File: src/rtl/aer_core_in_fifo.sv
// Per-core AER input buffer: four-phase REQ/ACK capture from the LRF mapper
// into a first-word-fall-through FIFO, drained over a valid/ready interface.
// Optional build macro AER_FIFO_REQ_SYNC_EN adds a 2-flop synchronizer on
// AERIN_REQ (reset to 0) in front of the input FSM.
module aer_core_in_fifo #(
  parameter int unsigned AER_WIDTH = 7,
  parameter int unsigned DEPTH     = 8,
  parameter int unsigned CNT_W     = $clog2(DEPTH) + 1
) (
  input  logic                 clk,
  input  logic                 rst_n,
  input  logic                 AERIN_REQ,
  input  logic [AER_WIDTH-1:0] AERIN_EVENT,
  input  logic [AER_WIDTH-3:0] AERIN_IDX,
  output logic                 AERIN_ACK,
  output logic                 EV_VALID,
  output logic [1:0]           EV_TYPE,
  output logic [AER_WIDTH-3:0] EV_IDX,
  input  logic                 EV_READY,
  output logic [CNT_W-1:0]     FIFO_COUNT,
  output logic                 FIFO_FULL
);

  localparam int unsigned AddrW = $clog2(DEPTH);

  typedef enum logic [0:0] {StIdle, StHold} state_e;

  state_e               state_q, state_d;
  logic [CNT_W-1:0]     wr_ptr_q, wr_ptr_d;
  logic [CNT_W-1:0]     rd_ptr_q, rd_ptr_d;
  logic [AER_WIDTH-1:0] mem_q [DEPTH];
  logic [AER_WIDTH-1:0] wdata;
  logic [AER_WIDTH-1:0] head;
  logic                 req_s;
  logic                 push;
  logic                 pop;
  logic                 push_ok;

  // Only the type field of the event word is used.
  logic unused_event_bits;
  assign unused_event_bits = ^AERIN_EVENT[AER_WIDTH-3:0];

`ifdef AER_FIFO_REQ_SYNC_EN
  logic [1:0] req_sync_q;

  // Two-stage synchronizer for the asynchronous mapper request.
  always_ff @(posedge clk or negedge rst_n) begin
    if (!rst_n) begin
      req_sync_q <= 2'b00;
    end else begin
      req_sync_q <= {req_sync_q[0], AERIN_REQ};
    end
  end

  assign req_s = req_sync_q[1];
`else
  assign req_s = AERIN_REQ;
`endif

  assign FIFO_COUNT = wr_ptr_q - rd_ptr_q;
  assign FIFO_FULL  = (FIFO_COUNT == CNT_W'(DEPTH));
  assign EV_VALID   = (FIFO_COUNT != '0);

  assign pop     = EV_VALID && EV_READY;
  // A pop on the same edge frees the slot the new event needs.
  assign push_ok = !FIFO_FULL || pop;
  assign push    = (state_q == StIdle) && req_s && push_ok;

  assign wdata = {AERIN_EVENT[AER_WIDTH-1 -: 2], AERIN_IDX};
  assign head  = mem_q[rd_ptr_q[AddrW-1:0]];

  assign EV_TYPE   = head[AER_WIDTH-1 -: 2];
  assign EV_IDX    = head[AER_WIDTH-3:0];
  // ACK is exactly the registered HOLD state, so there is no path from EV_READY.
  assign AERIN_ACK = (state_q == StHold);

  // Next-state logic for the handshake FSM and both pointers.
  always_comb begin
    state_d  = state_q;
    wr_ptr_d = wr_ptr_q;
    rd_ptr_d = rd_ptr_q;
    unique case (state_q)
      StIdle: begin
        if (push) begin
          state_d  = StHold;
          wr_ptr_d = wr_ptr_q + CNT_W'(1);
        end
      end
      StHold: begin
        if (!req_s) begin
          state_d = StIdle;
        end
      end
      default: state_d = StIdle;
    endcase
    if (pop) begin
      rd_ptr_d = rd_ptr_q + CNT_W'(1);
    end
  end

  // State and pointer registers; buffered entries are discarded on reset.
  always_ff @(posedge clk or negedge rst_n) begin
    if (!rst_n) begin
      state_q  <= StIdle;
      wr_ptr_q <= '0;
      rd_ptr_q <= '0;
    end else begin
      state_q  <= state_d;
      wr_ptr_q <= wr_ptr_d;
      rd_ptr_q <= rd_ptr_d;
    end
  end

  // Storage array, deliberately not reset.
  always_ff @(posedge clk) begin
    if (push) begin
      mem_q[wr_ptr_q[AddrW-1:0]] <= wdata;
    end
  end

endmodule

File: config.mk
export PLATFORM = sky130hd
export DESIGN_NAME = aer_core_in_fifo
export DESIGN_NICKNAME = d
export VERILOG_FILES = /design/src/rtl/aer_core_in_fifo.sv
export SDC_FILE = /design/constraint.sdc
export NUM_CORES = 1
export LEC_CHECK = 0
export ABC_AREA = 1
export CAP_MARGIN = 20
export CORE_MARGIN = 10
export CORE_UTILIZATION = 45
export CTS_CLUSTER_DIAMETER = 120
export DETAILED_ROUTE_END_ITERATION = 6
export PLACE_DENSITY = 0.66
export SYNTH_ARGS = -nofsm -noshare
export SYNTH_HDL_FRONTEND = slang
export SYNTH_SLANG_ARGS = --single-unit
File: constraint.sdc
create_clock -name clk -period 3.9 [get_ports clk]
set_input_delay 0.78 -clock clk [delete_from_list [all_inputs] [get_ports clk]]
set_output_delay 0.78 -clock clk [all_outputs]
set_load 0.01 [all_outputs]
==> impl_metrics.json <==
{
  "syn-num-nets": 279,
  "rrSetupSlack_ps": 1120,
  "p_total_mw": 2.73,
  "p_int_mw": 1.73,
  "hp-class": "reg2reg",
  "pre_cts_ws_ps": 674,
  "grtUsageTotal": 0.126,
  "final_core_util": 0.563,
  "crit_type": "reg2out",
  "clk_pin_slew_ps": 60,
  "instances_no_fill": 370,
  "max_cap_violations": 0,
  "reg2reg_from": "rd_ptr_q[1]",
  "core_area_mm2": 0.00603,
  "power.leakage_nw": 1.29,
  "cts_resized": 0,
  "setup_tns_ps": 0,
  "timing.fmax_mhz": 280,
  "drc_errors": 0,
  "rsz0062_at_grt": "no",
  "synth_common_cells": "edfxtp_1 (56), nand2_1 (49), nor2_1 (45)",
  "cts_sinks": 65,
  "max_slew_margin": 0.472,
  "grt_pass1_vias": 1886,
  "synth_seq_cells": 65,
  "ys_types": 23,
  "power_density_mw_per_mm2": 806,
  "hpwl_um": 3900,
  "setup_viol": 0,
  "yosys_most_used_dff": "edfxtp_1",
  "power_frac_comb": 0.442,
  "vias": 1931,
  "antenna_found_initial": 0,
  "ir_worst_vdd_mv": 0.398,
  "status": "finished clean",
  "finalCriticalPeriod_ps": 3580,
  "cts-root-buf": "clkbuf_8",
  "ys_seq_area_frac": 0.673,
  "avgSynthCellArea_um2": 11.0,
  "wirelength_um": 6050,
  "diodes": 0,
  "start_kind": "flop",
  "worstReg2RegEnd": "mem_q[6][5]",
  "grt_max_degree": 30,
  "sw_frac_of_total": 0.367,
  "post_cts_buffers": 0,
  "wire_per_inst_um": 16.4,
  "nNetsFinal": 314,
  "critPathArrivalTime_ps": 2800,
  "synth.area.top_cells": "edfxtp_1 (59%), dfrtp_1 (7.9%), nand2_1 (6.5%)",
  "die_h_um": 99.4,
  "area_growth_pct": 19.7,
  "fin_crit_sh": 0.917,
  "cts_tree": "built",
  "drtAntennaViolNets": 0,
  "die_area_mm2": 0.00988,
  "cts_buffers": 9,
  "grt_first_pass_wirelength_um": 9760,
  "drt_pre_antenna_iters": 4,
  "r2r_cells": 11,
  "setup.worst_path.start": "wr_ptr_q[0]",
  "worst_pin_slew_ps": 791,
  "io_buffers": 24,
  "yosys_warnings": 0,
  "viasPerCell": 5.22,
  "crit_fanout": 7,
  "synth_edf_count": 56,
  "synth_most_common_cell": "edfxtp_1",
  "die_w_um": 99.4,
  "netlist.area_leader.share": 0.593,
  "setup.worst_path.end": "FIFO_FULL",
  "holdBufCountCts": 0,
  "finalClockSkew_ps": 6.53,
  "fin_ws_ps": 324,
  "pin_count": 30,
  "slew_violations": 0,
  "initial_core_util": 0.471,
  "ys_async_sr_fraction": 0.138,
  "dp_cells": 356,
  "syn_inst": 257,
  "cts_buffer_depth": 2,
  "drt_iter0_markers": 184,
  "cts_max_level": 3,
  "pwr-share-seq": 0.343,
  "switchingPower_mw": 1.00,
  "clk_latency_ps": 330,
  "final_layout_size_suffix_gt1_frac": 0.0949,
  "clock_power_share": 0.215,
  "overflow": 0,
  "cp-end-kind": "output pin",
  "yosys.area.top_type": "edfxtp_1",
  "routabilityCongestion": 0.761,
  "critPathRequiredTime_ps": 3120,
  "hold_viol_final": 0,
  "netlist_area_mm2": 0.00284,
  "num_rows": 28
}
[sequential cells by signal, summed over array words and instances (netlist names)]
register	cells
AERIN_ACK	1
rd_ptr_q	4
wr_ptr_q	4
mem_q	56
[kinds of logic (layout without fill, tap and decap cells)]
logic type | Yosys count | in the layout | share of synthesized area
AND/OR/NAND/NOR | 113 | 113 | 0.165
flip-flops | 65 | 65 | 0.673
AO/OA/AOI/OAI | 45 | 45 | 0.0834
buffers and inverters | 23 | 61 | 0.0344
adder cells (fa/ha/maj) | 6 | 6 | 0.0291
XOR/XNOR | 5 | 5 | 0.0154
[critical path, stage by stage (launching register included)]
cell	delay (ps)
dfrtp_1	450
inv_1	110
ha_1	200
inv_1	80
fa_1	420
or2_0	240
nor2_2	180
a21boi_0	210
clkdlybuf4s50_1	570
[power by group through the flow]
stage / logic, mW / clock network (mW) / registers (mW)
final: 1.21 / 0.587 / 0.939
after global routing: 1.35 / 0.623 / 0.954
after CTS: 1.23 / 0.595 / 0.939
after detailed placement: 1.22 / 0 / 0.954
after global placement: 1.21 / 0 / 0.951
after floorplan: 0.725 / 0 / 0.925
[how the worst min path moves through the flow]
stage,from,to,slack [ps],depth (start not counted)
6_report,AERIN_ACK,AERIN_ACK,500,2
2_1_floorplan,wr_ptr_q[3],wr_ptr_q[3],460,2
3_3_place_gp,AERIN_ACK,AERIN_ACK,490,2
5_1_grt,AERIN_ACK,AERIN_ACK,550,2
3_5_place_dp,AERIN_ACK,AERIN_ACK,500,2
4_1_cts,AERIN_ACK,AERIN_ACK,510,2
[per-stage QoR]
step                      instance area (um^2)  hold slack (ps)
after floorplan                           2840              463
after global placement                    3200              491
after detailed placement                  3200              500
after CTS                                 3390              510
after global routing                      3390              548
final                                     3390              501
[area by class of cell]
type	instances	area [um^2]
clock inverter	4	70.1
sequential	65	1910
tap	75	93.8
timing repair buffer	34	315
fill	528	2630
multi-input combinational	169	831
clock buffer	10	128
inverter	13	48.8
[routing by layer]
layer | track usage | vias up | share of wire
met5 | 0 | - | 0
met4 | 0.0761 | 0 | 0.029
met3 | 0.0215 | 13 | 0.038
met2 | 0.193 | 38 | 0.48
met1 | 0.163 | 926 | 0.45
li1 | - | 954 | -
[cell usage in the layout (no fill, tap or decap)]
| cell type | netlist | routed |
|---|---|---|
| a21boi_0 | 1 | 1 |
| a21oi_1 | 8 | 8 |
| a31oi_1 | 7 | 7 |
| buf_4 | 0 | 10 |
| bufinv_16 | 0 | 2 |
| clkbuf_1 | 1 | 1 |
| clkbuf_8 | 0 | 9 |
| clkdlybuf4s50_1 | 0 | 24 |
| clkinv_1 | 1 | 1 |
| clkinv_2 | 0 | 2 |
| dfrtp_1 | 9 | 9 |
| edfxtp_1 | 56 | 56 |
| fa_1 | 1 | 1 |
| ha_1 | 5 | 5 |
| inv_1 | 12 | 12 |
| nand2_1 | 49 | 49 |
| nand2_2 | 1 | 1 |
| nand2_4 | 1 | 1 |
| nand3_1 | 13 | 13 |
| nand3_2 | 2 | 2 |
| nor2_1 | 45 | 45 |
| nor2_2 | 1 | 1 |
| o21ai_0 | 28 | 28 |
| o21ai_1 | 1 | 1 |
| or2_0 | 1 | 1 |
| xnor2_1 | 1 | 1 |
| xor2_1 | 4 | 4 |
No activity file was read; power rests on OpenSTA's default activity.
